### config.mk
export PLATFORM = sky130hd
export DESIGN_NAME = fetch_queue
export DESIGN_NICKNAME = d
export VERILOG_FILES = /design/src/rtl/fetch_queue.sv
export SDC_FILE = /design/constraint.sdc
export NUM_CORES = 1
export LEC_CHECK = 0
export BUFFER_PORTS_ARGS = -buffer_cell sky130_fd_sc_hd__buf_4
export CELL_PAD_IN_SITES_DETAIL_PLACEMENT = 1
export CELL_PAD_IN_SITES_GLOBAL_PLACEMENT = 2
export CORE_AREA = 2 2 260 262
export CTS_CLUSTER_DIAMETER = 100
export CTS_CLUSTER_SIZE = 20
export DETAILED_ROUTE_END_ITERATION = 10
export DIE_AREA = 0 0 262 264
export PLACE_DENSITY = 0.9
export SLEW_MARGIN = 40
export SYNTH_ARGS = -nofsm -noshare
export SYNTH_HDL_FRONTEND = slang
export SYNTH_SLANG_ARGS = --single-unit
### constraint.sdc
create_clock -name clk -period 14.15 [get_ports clk]
set_clock_uncertainty 0.1 [all_clocks]
set_input_delay 2.1225 -clock clk [delete_from_list [all_inputs] [get_ports clk]]
set_output_delay 2.1225 -clock clk [all_outputs]
set_load 0.01 [all_outputs]
### src/rtl/fetch_queue.sv
// Instruction buffer between fetch and decode: an in-order FIFO with first-word fall-through,
// early-mispredict squash with a held redirect to fetch, and a backend flush that overrides all.
module fetch_queue #(
    parameter int DEPTH = 8,
    parameter int AW    = 3
) (
    input  logic          clk,
    input  logic          rst,
    input  logic          in_valid,
    output logic          in_ready,
    input  logic [31:0]   in_instr,
    input  logic [31:0]   in_pc,
    input  logic [31:0]   in_pre_pc,
    input  logic          in_pre_direction,
    output logic          out_valid,
    input  logic          out_ready,
    output logic [31:0]   instr,
    output logic [31:0]   pc,
    output logic [31:0]   pre_pc,
    output logic          pre_direction,
    input  logic          detect_first_result,
    input  logic [31:0]   dec_target,
    input  logic          be_flush,
    output logic          redirect_valid,
    output logic [31:0]   redirect_pc,
    input  logic          redirect_ready,
    output logic [AW:0]   count
);

    localparam logic [0:0] ST_RUN   = 1'b0;
    localparam logic [0:0] ST_REDIR = 1'b1;

    localparam logic [AW:0]   FULL_CNT = (AW + 1)'(DEPTH);
    localparam logic [AW:0]   CNT_ONE  = (AW + 1)'(1);
    localparam logic [AW-1:0] PTR_ONE  = AW'(1);

    // Payload storage is intentionally not reset; it is only observed while out_valid is high.
    logic [31:0] instr_mem  [DEPTH];
    logic [31:0] pc_mem     [DEPTH];
    logic [31:0] pre_pc_mem [DEPTH];
    logic        dir_mem    [DEPTH];

    logic [0:0]    state_q, state_d;
    logic [AW-1:0] rd_ptr_q, rd_ptr_d;
    logic [AW-1:0] wr_ptr_q, wr_ptr_d;
    logic [AW:0]   count_q, count_d;
    logic          redirect_valid_q, redirect_valid_d;
    logic [31:0]   redirect_pc_q, redirect_pc_d;

    logic pop;
    logic push;
    logic mispredict;

    assign out_valid  = (count_q != '0);
    assign pop        = out_valid & out_ready;
    assign mispredict = pop & ~detect_first_result;

    // in_ready looks only at current occupancy, so a pop at full never frees a slot that cycle.
    assign in_ready = (state_q == ST_RUN) & (count_q < FULL_CNT) & ~be_flush & ~mispredict;
    assign push     = in_valid & in_ready;

    assign instr          = instr_mem[rd_ptr_q];
    assign pc             = pc_mem[rd_ptr_q];
    assign pre_pc         = pre_pc_mem[rd_ptr_q];
    assign pre_direction  = dir_mem[rd_ptr_q];
    assign redirect_valid = redirect_valid_q;
    assign redirect_pc    = redirect_pc_q;
    assign count          = count_q;

    always_comb begin
        state_d          = state_q;
        rd_ptr_d         = rd_ptr_q;
        wr_ptr_d         = wr_ptr_q;
        count_d          = count_q;
        redirect_valid_d = redirect_valid_q;
        redirect_pc_d    = redirect_pc_q;

        if (be_flush) begin
            // The backend redirect is older than anything held here, including a pending redirect.
            state_d          = ST_RUN;
            rd_ptr_d         = '0;
            wr_ptr_d         = '0;
            count_d          = '0;
            redirect_valid_d = 1'b0;
        end else begin
            case (state_q)
                ST_RUN: begin
                    if (mispredict) begin
                        state_d          = ST_REDIR;
                        rd_ptr_d         = '0;
                        wr_ptr_d         = '0;
                        count_d          = '0;
                        redirect_valid_d = 1'b1;
                        redirect_pc_d    = dec_target;
                    end else begin
                        if (push) begin
                            wr_ptr_d = wr_ptr_q + PTR_ONE;
                        end
                        if (pop) begin
                            rd_ptr_d = rd_ptr_q + PTR_ONE;
                        end
                        case ({push, pop})
                            2'b10:   count_d = count_q + CNT_ONE;
                            2'b01:   count_d = count_q - CNT_ONE;
                            default: count_d = count_q;
                        endcase
                    end
                end
                ST_REDIR: begin
                    if (redirect_valid_q & redirect_ready) begin
                        state_d          = ST_RUN;
                        redirect_valid_d = 1'b0;
                    end
                end
                default: begin
                    state_d = ST_RUN;
                end
            endcase
        end
    end

    always_ff @(posedge clk) begin
        if (rst) begin
            state_q          <= ST_RUN;
            rd_ptr_q         <= '0;
            wr_ptr_q         <= '0;
            count_q          <= '0;
            redirect_valid_q <= 1'b0;
            redirect_pc_q    <= '0;
        end else begin
            state_q          <= state_d;
            rd_ptr_q         <= rd_ptr_d;
            wr_ptr_q         <= wr_ptr_d;
            count_q          <= count_d;
            redirect_valid_q <= redirect_valid_d;
            redirect_pc_q    <= redirect_pc_d;
        end
    end

    always_ff @(posedge clk) begin
        if (push) begin
            instr_mem[wr_ptr_q]  <= in_instr;
            pc_mem[wr_ptr_q]     <= in_pc;
            pre_pc_mem[wr_ptr_q] <= in_pre_pc;
            dir_mem[wr_ptr_q]    <= in_pre_direction;
        end
    end

endmodule

==> results.tsv, run 1 <==
metric	value	unit
Max stage delay cell, worst path	dfxtp_4	
critical path required time	11.93	ns
critical path's most frequent cell	buf_16	
total congestion overflow	0	
Tightest Pin Transition	0.8433	ns
crit path DAT	3.54	ns
FF-to-FF Start	count[0]	
power per standard cell area	118.2	nW/um2
R2R setup slack	10.07	ns
DP Wirelength	38960	um
Die Width	262	um
Iter 0 DRT Violations	1083	
largest net degree at the start of global routing	77	
startpoint types	register	
FMAX	173.6	MHz
global-route wire length before repair	99610	um
depth of the CTS H-tree	2	
Initial Utilization	46.42	%
vias per cell	5.650	
Placed Area	34120	um2
core area	66560	um2
Mapped Cells	1357	
delay-heaviest family, CP	buffers and inverters	
Post-route DRC	0	
Critical Path Stages	6	
number of port buffers	271	
vias in the first global route	15880	
Final Cycle Share	40.72	%
placer congestion estimate	0.7374	
die outline height	264	um
DRT Pass-1 Iters	7	
Max Slew Vio Count	0	
WP buf/inv	4	
Resize count post-CTS	0	
Routed Antenna Nets	0	
hold crit path type	register to register	
GRT Resource Usage Total	19.43	%
layout cell share with drive strength beyond 1	40.06	%
Final Hold Viols	0	
Clock Latency Late Sink	0.59	ns
slew margin rel.	43.78	%
sequential fraction of the synthesis area	78.46	%
Vias	14300	
clk root buf	clkbuf_16	
NumNets Final	1777	
Lkg Pwr	0.01109	uW
Critical Path Fanout Max	53	
clk slew on worst S/H paths	0.08	ns
worst path cell trace	buf_12, buf_16, buf_16, mux4_2, mux2_2, buf_4	
worst IR drop on VDD	0.08674	mV
HP Start	redirect_pc[15]	
total CTS buffers	47	
net count after synthesis	1498	
CTS tree	done	
Setup crit end kind	output port	
fillers	5841	
hold_buf cts	0	
reg2reg end	pre_pc_mem[6][12]	
depth of the most critical reg-to-reg path	6	
Tmin final	5.761	ns
Setup Total Neg Slack	0	ns
synthesis-stage register bit count	823	
Worst Hold Endpoint	redirect_pc[15]	
hold path cells	2	
final core occ	53.26	%
Crit Path Class	register to output port	
Mean Syn Cell Area	22.77	um2
initial antenna violation count	4	
WL per Instance	26.20	um
Setup Viol. Count Final	0	
synthesized area	30900	um2
CTS Sinks	823	
Top Ports	272	
clock buffer depth	3	
outcome	complete, no violations	
slowest stage delay, CP	0.72	ns
Rows	95	
Total Routed Length	66310	um
YS warnings	0	
Distinct cells, synth	37	
RSZ-0062 raised after global routing	false	
Die Area	69170	um2
Post CTS Setup Buffer Count	0	
fin area	35450	um2
area grow syn2layout	14.75	%
maxcap violations	0	
[worst min-delay path, stage by stage (launching register included)]
cell,delay [ns]
dfxtp_1,0.31
nand2_1,0.05
a21oi_1,0.05
[cell usage after synthesis]
cell type | number | area share [%]
edfxtp_1 | 776 | 75
mux4_2 | 194 | 14
mux2_2 | 99 | 3.6
nand2_1 | 75 | 0.91
clkbuf_1 | 47 | 0.57
dfxtp_1 | 47 | 3.0
a21oi_1 | 44 | 0.71
buf_2 | 16 | 0.26
nor2_1 | 16 | 0.19
buf_1 | 5 | 0.061
ha_1 | 4 | 0.16
nand2b_1 | 3 | 0.061
nor3_1 | 3 | 0.049
o21ai_0 | 3 | 0.049
nor4_1 | 2 | 0.040
or3_1 | 2 | 0.040
a211o_4 | 1 | 0.057
a21o_1 | 1 | 0.024
a22oi_1 | 1 | 0.024
a311oi_1 | 1 | 0.028
a32oi_1 | 1 | 0.028
fa_1 | 1 | 0.065
inv_1 | 1 | 0.012
nand3_1 | 1 | 0.016
nand4b_1 | 1 | 0.028
nor4b_1 | 1 | 0.028
o21bai_1 | 1 | 0.024
o41ai_1 | 1 | 0.028
o41ai_4 | 1 | 0.089
or2_0 | 1 | 0.020
or2_2 | 1 | 0.020
or3_2 | 1 | 0.024
or3b_1 | 1 | 0.028
or4_2 | 1 | 0.028
or4b_4 | 1 | 0.045
xnor2_1 | 1 | 0.028
xor2_1 | 1 | 0.028
[worst max path at each step]
stage                       end  slack [ns]
6_report                 pc[31]        8.39
3_5_place_dp   pre_pc_mem[6][7]        8.49
3_3_place_gp   pre_pc_mem[6][7]        8.33
5_1_grt                  pc[31]        8.10
2_1_floorplan        dir_mem[0]        3.66
4_1_cts                  pc[31]        8.26
[cell families (layout without fill, tap and decap cells)]
group	count (synthesis)	after routing	synth area share [%]
AO/OA/AOI/OAI	55	55	1.065
XOR/XNOR	2	2	0.05670
adder cells (fa/ha/maj)	5	5	0.2268
buffers and inverters	69	367	0.9031
flip-flops	823	823	78.46
multiplexers	293	293	17.75
other	0	3	0
AND/OR/NAND/NOR	110	110	1.535
[layout make-up]
| class | count | area [um2] | share of cell area [%] |
|---|---|---|---|
| sequential | 823 | 24250 | 68.41 |
| multi-input combinational | 465 | 6441 | 18.17 |
| timing repair buffer | 298 | 2347 | 6.621 |
| clock buffer | 64 | 1261 | 3.557 |
| tap | 873 | 1092 | 3.081 |
| clock inverter | 4 | 46.29 | 0.1306 |
| antenna | 3 | 7.507 | 0.02117 |
| inverter | 1 | 3.754 | 0.01059 |
[stage by stage]
step | hold WS, ns | std cells | total power, uW | setup WS (ns)
floorplan | 0.3407 | 1357 | 2796 | 3.656
global placement | 0.3437 | 2457 | 2880 | 8.330
detailed placement | 0.3502 | 2459 | 2891 | 8.490
CTS | 0.3612 | 2527 | 4238 | 8.257
global route | 0.3794 | 2531 | 4317 | 8.098
finish | 0.3563 | 2531 | 4192 | 8.389
[per-layer routing]
metal / track usage (%) / routed length, um / up-vias
li1: - / - / 6164
met1: 25.96 / 27190 / 7615
met2: 32.97 / 33980 / 431
met3: 3.867 / 3843 / 86
met4: 4.657 / 1272 / 4
met5: 0 / 26 / -
[registers in the layout, indices dropped and copies added, names as in the netlist, named ones only]
| register | flops |
|---|---|
| count | 4 |
| dir_mem | 8 |
| instr_mem | 256 |
| pc_mem | 256 |
| pre_pc_mem | 256 |
| rd_ptr_q | 3 |
| redirect_pc | 32 |
| redirect_valid | 1 |
| state_q | 1 |
| wr_ptr_q | 3 |
[cell usage in the layout (no fill, tap or decap), drive strengths merged, types with 4 or more instances in the layout]
cell type  instances
a21oi             44
buf              298
clkbuf            64
dfxtp             47
edfxtp           776
ha                 4
mux2              99
mux4             194
nand2             75
nor2              16
[where the power goes]
group	leakage, uW	internal, uW	switching (uW)
registers	0.00739	2680	5.79
logic	0.00306	72.0	79.4
clock network	0.000633	627	733
Power figures use the tool's default switching activity.
==> inputs of run 2 (changes only) <==
--- a/config.mk
+++ b/config.mk
@@ -8,12 +8,12 @@
 export BUFFER_PORTS_ARGS = -buffer_cell sky130_fd_sc_hd__buf_4
 export CELL_PAD_IN_SITES_DETAIL_PLACEMENT = 1
 export CELL_PAD_IN_SITES_GLOBAL_PLACEMENT = 2
-export CORE_AREA = 2 2 260 262
+export CORE_AREA = 2 2 275 277
 export CTS_CLUSTER_DIAMETER = 100
 export CTS_CLUSTER_SIZE = 20
 export DETAILED_ROUTE_END_ITERATION = 10
-export DIE_AREA = 0 0 262 264
-export PLACE_DENSITY = 0.9
+export DIE_AREA = 0 0 277 279
+export PLACE_DENSITY = 0.86
 export SLEW_MARGIN = 40
 export SYNTH_ARGS = -nofsm -noshare
 export SYNTH_HDL_FRONTEND = slang
==> constraint.sdc (replaced) <==
create_clock -name clk -period 5.1 [get_ports clk]
set_clock_uncertainty 0.1 [all_clocks]
set_input_delay 0.765 -clock clk [delete_from_list [all_inputs] [get_ports clk]]
set_output_delay 0.765 -clock clk [all_outputs]
set_load 0.01 [all_outputs]
==> run 2 against run 1 <==
  * Critical endpoint is now instr[22]
  * Sequential power rose to 2.8 times the previous value
  * Highest routed layer unchanged
  * Critical path type unchanged
  * Routed wire length grew 0.42%
  * Critical path depth shrank 2
  * Die area increased by 12%
==> results.tsv, run 2 (synthesized netlist as in run 1, its figures left out) <==
metric	value	unit	change
hold path cells	2		unchanged
vias in the first global route	16020		was 15.88k
worst hold slack	0.2891	ns	was 0.3563 ns
M3 GR Usage	3.690	%	was 3.867%
Lkg Pwr	0.01113	uW	was 0.01109 uW
Tightest Pin Transition	0.8231	ns	was 0.8433 ns
maxcap violations	0		unchanged
Max Slew Vio Count	0		unchanged
NumNets Final	1781		was 1777
DP Wirelength	38810	um	was 38960 um
Top Ports	272		unchanged
GR peak layer	met2		unchanged
GRT Resource Usage Total	17.27	%	was 19.43%
area grow syn2layout	15.70	%	was 14.75%
Clock Latency Late Sink	0.58	ns	was 0.59 ns
critical path's most frequent cell	buf_4		was buf_16
slowest stage delay, CP	0.81	ns	was 0.72 ns
final cell count without fillers	2628		was 2531
global-route wire length before repair	100900	um	was 99610 um
RSZ-0062 raised after global routing	false		unchanged
critical path required time	4.24	ns	was 11.93 ns
Max stage delay cell, worst path	dfxtp_4		unchanged
power per standard cell area	326.2	nW/um2	was 118.2 nW/um2
worst IR drop on VDD	0.2859	mV	was 0.08674 mV
final core occ	48.26	%	was 53.26%
routing usage on met2	29.88	%	was 32.97%
hold crit path type	input port to register		was register to register
Routed Antenna Nets	0		unchanged
Critical Path Stages	4		was 6
Post-route DRC	0		unchanged
FMAX	266.4	MHz	
initial antenna violation count	6		was 4
Largest regs	instr_mem x256, pc_mem x256, pre_pc_mem x256		unchanged
worst path cell trace	buf_4, mux4_2, mux2_2, buf_4		was buf_12, buf_16, buf_16, mux4_2, mux2_2, buf_4
startpoint types	register		unchanged
WP buf/inv	2		was 4
Resize count post-CTS	0		unchanged
core area	74070	um2	was 66560 um2
hold_buf cts	0		unchanged
Iter 0 DRT Violations	943		was 1083
DP Worst Slack	1.674	ns	was 8.490 ns
HP Start	redirect_ready		was redirect_pc[15]
Rows	100		was 95
clk root buf	clkbuf_16		unchanged
number of port buffers	271		unchanged
layout cell share with drive strength beyond 1	40.23	%	was 40.06%
Final Hold Viols	0		unchanged
total congestion overflow	0		unchanged
Tmin final	3.754	ns	
commonest non-fill, non-tap cell in the layout	edfxtp_1		unchanged
largest net degree at the start of global routing	87		was 77
depth of the CTS H-tree	2		unchanged
Worst Hold Endpoint	state_q		was redirect_pc[15]
CTS tree	done		unchanged
die outline height	279	um	was 264 um
placer congestion estimate	0.7354		was 0.7374
met1 usage	22.72	%	was 25.96%
final setup margin	1.346	ns	was 8.389 ns
dpl cells	2560		was 2459
Setup crit end kind	output port		unchanged
outcome	complete, no violations		unchanged
Vias	14260		was 14.30k
total CTS buffers	47		unchanged
FF-to-FF Start	count[0]		unchanged
clk slew on worst S/H paths	0.08	ns	about the same
delay-heaviest family, CP	multiplexers		was buffers and inverters
WL per Instance	25.34	um	was 26.20 um
slew margin rel.	45.13	%	was 43.78%
Final Cycle Share	73.60	%	
crit path DAT	2.89	ns	was 3.54 ns
vias per cell	5.427		was 5.650
Total Routed Length	66590	um	was 66310 um
Die Area	77280	um2	was 69170 um2
DRT Pass-1 Iters	5		was 7
CTS Sinks	823		unchanged
clock buffer depth	3		unchanged
depth of the most critical reg-to-reg path	5		was 6
most frequent cells in the layout	edfxtp_1 (776), buf_4 (284), mux4_2 (194)		was edfxtp_1 (776), buf_4 (282), mux4_2 (194)
Initial Utilization	41.71	%	was 46.42%
Crit Path Class	register to output port		unchanged
Post CTS Setup Buffer Count	0		unchanged
reg2reg end	instr_mem[4][18]		was pre_pc_mem[6][12]
Die Width	277	um	was 262 um
Critical Path Fanout Max	28		was 53
R2R setup slack	1.89	ns	was 10.07 ns
Setup Viol. Count Final	0		unchanged
## run 2: changes by cell type in the layout (fill, tap and decap cells not counted), moves of 2 or more
cell and delta:
buf_12 +16, buf_6 -12, buf_16 -2, buf_4 +2, diode_2 -2, nor3_2 -2
nor3_4 +2
## run 2: final cells by class
class | instances | area [um2]
fillers | 6695 | 38320
flip-flops and latches | 823 | 24250
multi-input cells | 465 | 6454
repair buffers | 302 | 2492
clock buffers | 64 | 1282
well taps | 969 | 1212
clock inverters | 3 | 45.04
inverters | 1 | 3.754
diodes | 1 | 2.502
## run 2: worst max path at each step
stage | slack (ns) | to
global placement | 1.73 | pre_pc_mem[4][12]
global route | 1.13 | pc[10]
CTS | 1.20 | instr[22]
finish | 1.35 | instr[22]
detailed placement | 1.67 | pre_pc_mem[4][27]
floorplan | -1.43 | dir_mem[6]
## run 2: stage by stage
step	setup TNS, ns	power (uW)	area [um2]
2_1_floorplan	-931.02	7752	30910
5_1_grt	0	12010	35740
4_1_cts	0	11800	35740
3_3_place_gp	0	8000	34390
6_report	0	11660	35750
3_5_place_dp	0	8026	34410
## run 2: routing by layer
layer	up-vias	wire length [um]	share of wire, %
met5	-	63	0.095
met4	10	1025	1.5
met3	77	3625	5.4
met2	337	33910	51
met1	7668	27970	42
li1	6171	-	-
## run 2: power by group
part / switching [uW] / leakage, uW / internal (uW)
Sequential: 16.3 / 0.00739 / 7420
Clock: 2030 / 0.000642 / 1770
Combinational: 219 / 0.00310 / 203
Total: 2270 / 0.0111 / 9390
## run 2: worst reg2reg max path: stages, from the launching register on
cell     delay [ns]
dfxtp_1        0.41
o41ai_4        0.61
nor2_2         0.26
or3_2          0.62
nor2_4         0.18
buf_4          0.64
